<file path="src/rtl/int_priority_ctrl.sv">
// int_priority_ctrl: three-source fixed-priority interrupt controller.
// Source 3 has the highest priority and source 1 the lowest. Rising edges on
// the break inputs latch pending flags (IW). The highest eligible source is
// presented to the CPU together with its vector. An int_ack/eret handshake
// tracks the in-service flags (ir).
// Optional feature: define INT_NEST_EN to allow nested service. A
// higher-priority source can then interrupt one that is already in service.
// Without it, every request waits until nothing is in service.
module int_priority_ctrl #(
    parameter logic [11:0] VEC1 = 12'h100,
    parameter logic [11:0] VEC2 = 12'h200,
    parameter logic [11:0] VEC3 = 12'h300
) (
    input  logic        clk,
    input  logic        RST,
    input  logic        break1,
    input  logic        break2,
    input  logic        break3,
    input  logic        mask_we,
    input  logic [2:0]  mask_in,
    input  logic        int_ack,
    input  logic        eret,
    output logic        interrupt,
    output logic [11:0] int_vec,
    output logic        IW1,
    output logic        IW2,
    output logic        IW3,
    output logic        ir1_sig,
    output logic        ir2_sig,
    output logic        ir3_sig
);

    typedef enum logic {IDLE, REQ} state_t;

    state_t     state_q, state_d;
    logic [1:0] sel_q, sel_d;
    logic [2:0] brk_q;
    logic [2:0] iw_q, iw_d;
    logic [2:0] ir_q, ir_d;
    logic [2:0] mask_q, mask_d;

    logic [2:0] brk_now;
    logic [2:0] rise;
    logic [1:0] level;
    logic [2:0] above;
    logic [2:0] eligible;
    logic       ack_take;

    // Index of the highest set bit (3 = bit 2), 0 when no bit is set.
    function automatic logic [1:0] top_idx(input logic [2:0] v);
        if (v[2])      return 2'd3;
        else if (v[1]) return 2'd2;
        else if (v[0]) return 2'd1;
        else           return 2'd0;
    endfunction

    // One-hot source bit for a source index; index 0 means no source.
    function automatic logic [2:0] idx_to_oh(input logic [1:0] idx);
        case (idx)
            2'd1:    return 3'b001;
            2'd2:    return 3'b010;
            2'd3:    return 3'b100;
            default: return 3'b000;
        endcase
    endfunction

    assign brk_now = {break3, break2, break1};
    assign rise    = brk_now & ~brk_q;
    assign level   = top_idx(ir_q);
    assign above   = {level < 2'd3, level < 2'd2, level < 2'd1};

`ifdef INT_NEST_EN
    assign eligible = iw_q & ~mask_q & above;
`else
    assign eligible = iw_q & ~mask_q & above & {3{ir_q == 3'b000}};
`endif

    // State register. Reset clears all control state and resamples the break
    // levels, so a level held through reset does not look like an edge.
    always_ff @(posedge clk) begin
        if (RST) begin
            state_q <= IDLE;
            sel_q   <= 2'd0;
            brk_q   <= brk_now;
            iw_q    <= 3'b000;
            ir_q    <= 3'b000;
            mask_q  <= 3'b000;
        end else begin
            state_q <= state_d;
            sel_q   <= sel_d;
            brk_q   <= brk_now;
            iw_q    <= iw_d;
            ir_q    <= ir_d;
            mask_q  <= mask_d;
        end
    end

    // Next-state logic. sel is latched only when a request starts, so it
    // stays frozen for the whole REQ period.
    always_comb begin
        state_d  = state_q;
        sel_d    = sel_q;
        ack_take = 1'b0;
        case (state_q)
            IDLE: begin
                if (|eligible) begin
                    state_d = REQ;
                    sel_d   = top_idx(eligible);
                end
            end
            REQ: begin
                if (int_ack) begin
                    state_d  = IDLE;
                    ack_take = 1'b1;
                end
            end
            default: state_d = IDLE;
        endcase
    end

    // Pending, in-service and mask updates. A new edge overrides an ack
    // clear on the same source. eret retires the level that was active
    // before this edge, and then the acknowledged source enters service.
    always_comb begin
        iw_d   = (iw_q & ~(ack_take ? idx_to_oh(sel_q) : 3'b000)) | rise;
        ir_d   = (ir_q & ~(eret ? idx_to_oh(level) : 3'b000))
                 | (ack_take ? idx_to_oh(sel_q) : 3'b000);
        mask_d = mask_we ? mask_in : mask_q;
    end

    // Outputs are decoded only from registered state.
    always_comb begin
        interrupt = (state_q == REQ);
        int_vec   = 12'h000;
        if (state_q == REQ) begin
            case (sel_q)
                2'd1:    int_vec = VEC1;
                2'd2:    int_vec = VEC2;
                2'd3:    int_vec = VEC3;
                default: int_vec = 12'h000;
            endcase
        end
    end

    assign IW1     = iw_q[0];
    assign IW2     = iw_q[1];
    assign IW3     = iw_q[2];
    assign ir1_sig = ir_q[0];
    assign ir2_sig = ir_q[1];
    assign ir3_sig = ir_q[2];

endmodule

</file>
<file path="config.mk">
export PLATFORM = sky130hd
export DESIGN_NAME = int_priority_ctrl
export DESIGN_NICKNAME = d
export VERILOG_FILES = /design/src/rtl/int_priority_ctrl.sv
export SDC_FILE = /design/constraint.sdc
export NUM_CORES = 1
export LEC_CHECK = 0
export ABC_AREA = 0
export CAP_MARGIN = 40
export CORE_MARGIN = 2
export CORE_UTILIZATION = 42
export DETAILED_ROUTE_END_ITERATION = 6
export GPL_TIMING_DRIVEN = 0
export PLACE_DENSITY = 0.88
export SLEW_MARGIN = 20
export SYNTH_ARGS = -nofsm -noshare
export SYNTH_HDL_FRONTEND = slang
export SYNTH_SLANG_ARGS = --single-unit
</file>
<file path="constraint.sdc">
create_clock -name clk -period 2 [get_ports clk]
set_input_delay 0.6 -clock clk [delete_from_list [all_inputs] [get_ports clk]]
set_output_delay 0.6 -clock clk [all_outputs]
set_load 0.01 [all_outputs]
</file>
* Yosys cells after proc, flatten, opt, wreduce, memory -nomap -nowiden *
Index checks and enable logic that the tools add are counted.

operators by class
  $lt $le $gt $ge = 3
  eq/ne operators = 6
  multiplexer cells = 17
  bitwise logic cells = 13
  reduce and logical (&&, ||, !) cells = 3

operators by type and width
  cell                                                count
  case mux 10 bit (3 select lines)                    1
  bitwise AND 3 bit                                   6
  case mux 3 bit (3 select lines)                     2
  NOT 3 bit                                           4
  2-to-1 mux 10 bit                                   1
  == test 2 bit, second input constant                4
  2-to-1 mux 2 bit                                    4
  2-to-1 mux 1 bit                                    6
  2-to-1 mux 3 bit                                    2
  bitwise OR 3 bit                                    2
  == test 2 x 1 -> 1 bit, second input constant       2
  < comparator 2 bit, second input constant           2
  zero test 3 bit                                     1
  OR reduction 3 bit                                  1
  < comparator 2 x 1 -> 1 bit, second input constant  1
  case mux 1 bit (2 select lines)                     1
  AND reduction 2 bit                                 1
  NOT 1 bit                                           1

storage, ports and cells
  register bits after elaboration = 15
  input port bits = 11
  output and inout bits = 19
  logic and storage cells = 48

* Depth between registers and ports, before layout *
  depth in word-level cells = 9
  mapped depth = 3
  gate-level depth less buffers = 3

* Worst setup path after synthesis *
No wires, ideal clock.

  path type = flip-flop to output port
  from = register state_q (netlist: interrupt)
  to = output int_vec[8]
  arrival time = 0.663 ns
  required time = 1.400 ns
  setup slack = 0.737 ns
  stages on the path, launching flop included = 2
  path through = dfxtp_1 > and2_1

between the ends
  cells in the longest elaborated chain, start to end = 1

ends and longest elaborated chain
  what                      RTL line  text
  start: declaration        35        state_t state_q, state_d;
  start signal: assignment  89        state_q <= state_d;
  2-to-1 mux 10 bit         135       if (state_q == REQ) begin
  end: declaration          24        output logic [11:0] int_vec,

Every way passes these cells.

* Worst setup path after layout *
  from = register state_q (netlist: interrupt)
  to = output int_vec[9]

The elaborated chain is that of the path after synthesis.

==> flow_summary.toml <==
[setup_path]
critPathRequiredTime_ns = 1.40
regToRegSetupSlack_ns = 0.75
arrival_ns = 1.33
cp_max_fo = 9
worst-setup-path-type = "flip-flop to output port"
slowest_stage = "clkdlybuf4s50_1"
end_kind = "output port"
slowest_delay_ns = 0.52
path_cells = "and2_1, clkdlybuf4s50_1"
cp-start-kind = "flip-flop"

[final_layout]
drive_gt1_share_pct = 15.7
syn_to_final_growth_pct = 42.4
nets = 114
final_cell_mix = "19 x clkdlybuf4s50_1, 14 x dfxtp_1, 10 x buf_4, 10 x conb_1, 8 x a21oi_1"
diodes = 0
instances_no_fill = 118
num-fill-cells = 148
final_common_cell = "clkdlybuf4s50_1"
utilization_pct = 62.5

[logic_synthesis]
synth_seq_area_share_pct = 46.5
synth_cell_types = 22
synth_warnings = 0
synth_seq_cells = 15
synth_area_um2 = 646
syn_avg_cell_area_um2 = 9.22
syn_inst = 70

[route]
drtAntennaViolNets = 0
vias_per_cell = 4.66
drc = 0
post_drt_wl_per_cell_um = 9.84
first_pass_iters = 2
wl_um = 1160
dr_total_vias = 550
first_iter_violations = 8

[sta]
drv_slew = 0
layout_setup_ws_ns = 0.0672
min_period_ns = 1.93
whs_ns = 0.499
fin_crit_sh_pct = 96.6
setup_viol = 0
rsz0062_at_grt = "no"
skew_ns = 0.00789
fmaxAchievable_mhz = 517
hold_viol_final = 0
finalSetupTns_ns = 0

[placed_design]
hpwl_um = 949
place_ws_ns = 0.259
io_buffers = 19
gp_congestion = 0.742
place_inst = 114

[floorplan]
die_area_um2 = 1870
io_pins = 30
die_h_um = 43.2
initial_core_util_pct = 43.9
row_count = 14
core_area_um2 = 1470
die_x_um = 43.2

[run]
drv_cap = 0

[grt]
grt_pass1_vias = 462
grt_remaining_overflow = 0
grt_max_degree = 11
antenna_found_initial = 0
gr-usage-all-layers_pct = 13.3
grt_pass1_wl_um = 1810

[power]
ir_worst_vdd_v = 0.000402
p_leak_uw = 0.000393
pwr_density_cell_nw_per_um2 = 676

[clock_network]
root_buffer = "clkbuf_4"
clk_pin_slew_ns = 0.09
holdBufCountCts = 0
numCtsBuffers = 3
ctsHtreeMaxLevel = 1
clock_latency_ns = 0.28
postCtsSetupBuffers = 0
clock_path_buffers = 2
clock_sinks = 15
cts_tree = "yes"

[min_path]
hold_path_class = "flip-flop to flip-flop"

[status]
outcome = "complete, no violations"
==> metal layers <==
metal | part of all wire, % | vias up | global-route usage [%]
met3 | 8.7 | 2 | 3.83
met4 | 0.69 | 0 | 7.27
met1 | 41 | 237 | 14.1
li1 | - | 287 | -
met2 | 49 | 24 | 23.0
met5 | 0 | - | 0
==> final cells by class <==
type | count | area, um2 | share of cell area (%)
flip-flops and latches | 15 | 304 | 33.1
multi-input cells | 52 | 297 | 32.2
repair buffers | 19 | 190 | 20.7
plain buffers | 11 | 78.8 | 8.57
clock buffers | 4 | 26.3 | 2.86
well taps | 16 | 20.0 | 2.18
inverters | 1 | 3.75 | 0.408
==> repair_timing <==
item | CTS | global route
setup endpoints to repair | 2 | 2
gates cloned | 0 | 0
resized for setup | 1 | 1
==> cell usage after synthesis <==
cell type	instances	area [um2]
dfxtp_1	15	300
buf_4	10	75.1
a21oi_1	8	40.0
nor2_1	6	22.5
nor2b_1	6	37.5
mux2i_1	3	30.0
nand2b_1	3	18.8
and2_1	2	12.5
nand4b_1	2	17.5
o21ai_0	2	10.0
o31ai_1	2	15.0
a21oi_2	1	8.76
a31oi_1	1	6.26
clkbuf_1	1	3.75
conb_1	1	3.75
inv_1	1	3.75
nand2_1	1	3.75
nand4_1	1	6.26
nor4_1	1	6.26
o21a_1	1	7.51
o21ai_1	1	5.00
or4_4	1	11.3
==> registers in the layout (all words and copies together) (netlist names) <==
name	count
brk_q	3
ir_q	3
sel_q	2
iw_q	3
interrupt	1
mask_q	3
==> power breakdown <==
group / switching (uW) / internal [uW]
registers: 17.9 / 318
logic: 46.3 / 70.9
clock network: 90.4 / 77.4
==> worst paths after layout <==
| kind | from | endpoint | cells past startpoint |
|---|---|---|---|
| min | mask_q[1] | mask_q[1] | 2 |
| max reg2reg | ir_q[2] | sel_q[1] | 3 |
| max | interrupt | int_vec[9] | 2 |
| min reg2reg | mask_q[1] | mask_q[1] | 2 |
==> cells by family (layout without fill, tap and decap cells) <==
group                  count (synthesis)  after routing  share of synthesized area (%)
AO/OA/AOI/OAI                         16             16                           14.3
buffers and inverters                 12             35                           12.8
flip-flops                            15             15                           46.5
multiplexers                           3              3                           4.65
other                                  1             10                          0.581
AND/OR/NAND/NOR                       23             23                           21.1
==> per-stage QoR <==
stage	total power [uW]	cell area, um2
global route	655	920
floorplan	409	679
finish	621	920
CTS	627	917
detailed placement	459	890
global placement	457	890
==> worst max-delay path: cells and delay by family, from the launching register on <==
family                 cells  cell delay, ns
flip-flops                 1            0.40
buffers and inverters      1            0.52
AND/OR/NAND/NOR            1            0.13
Power figures use the tool's default switching activity.
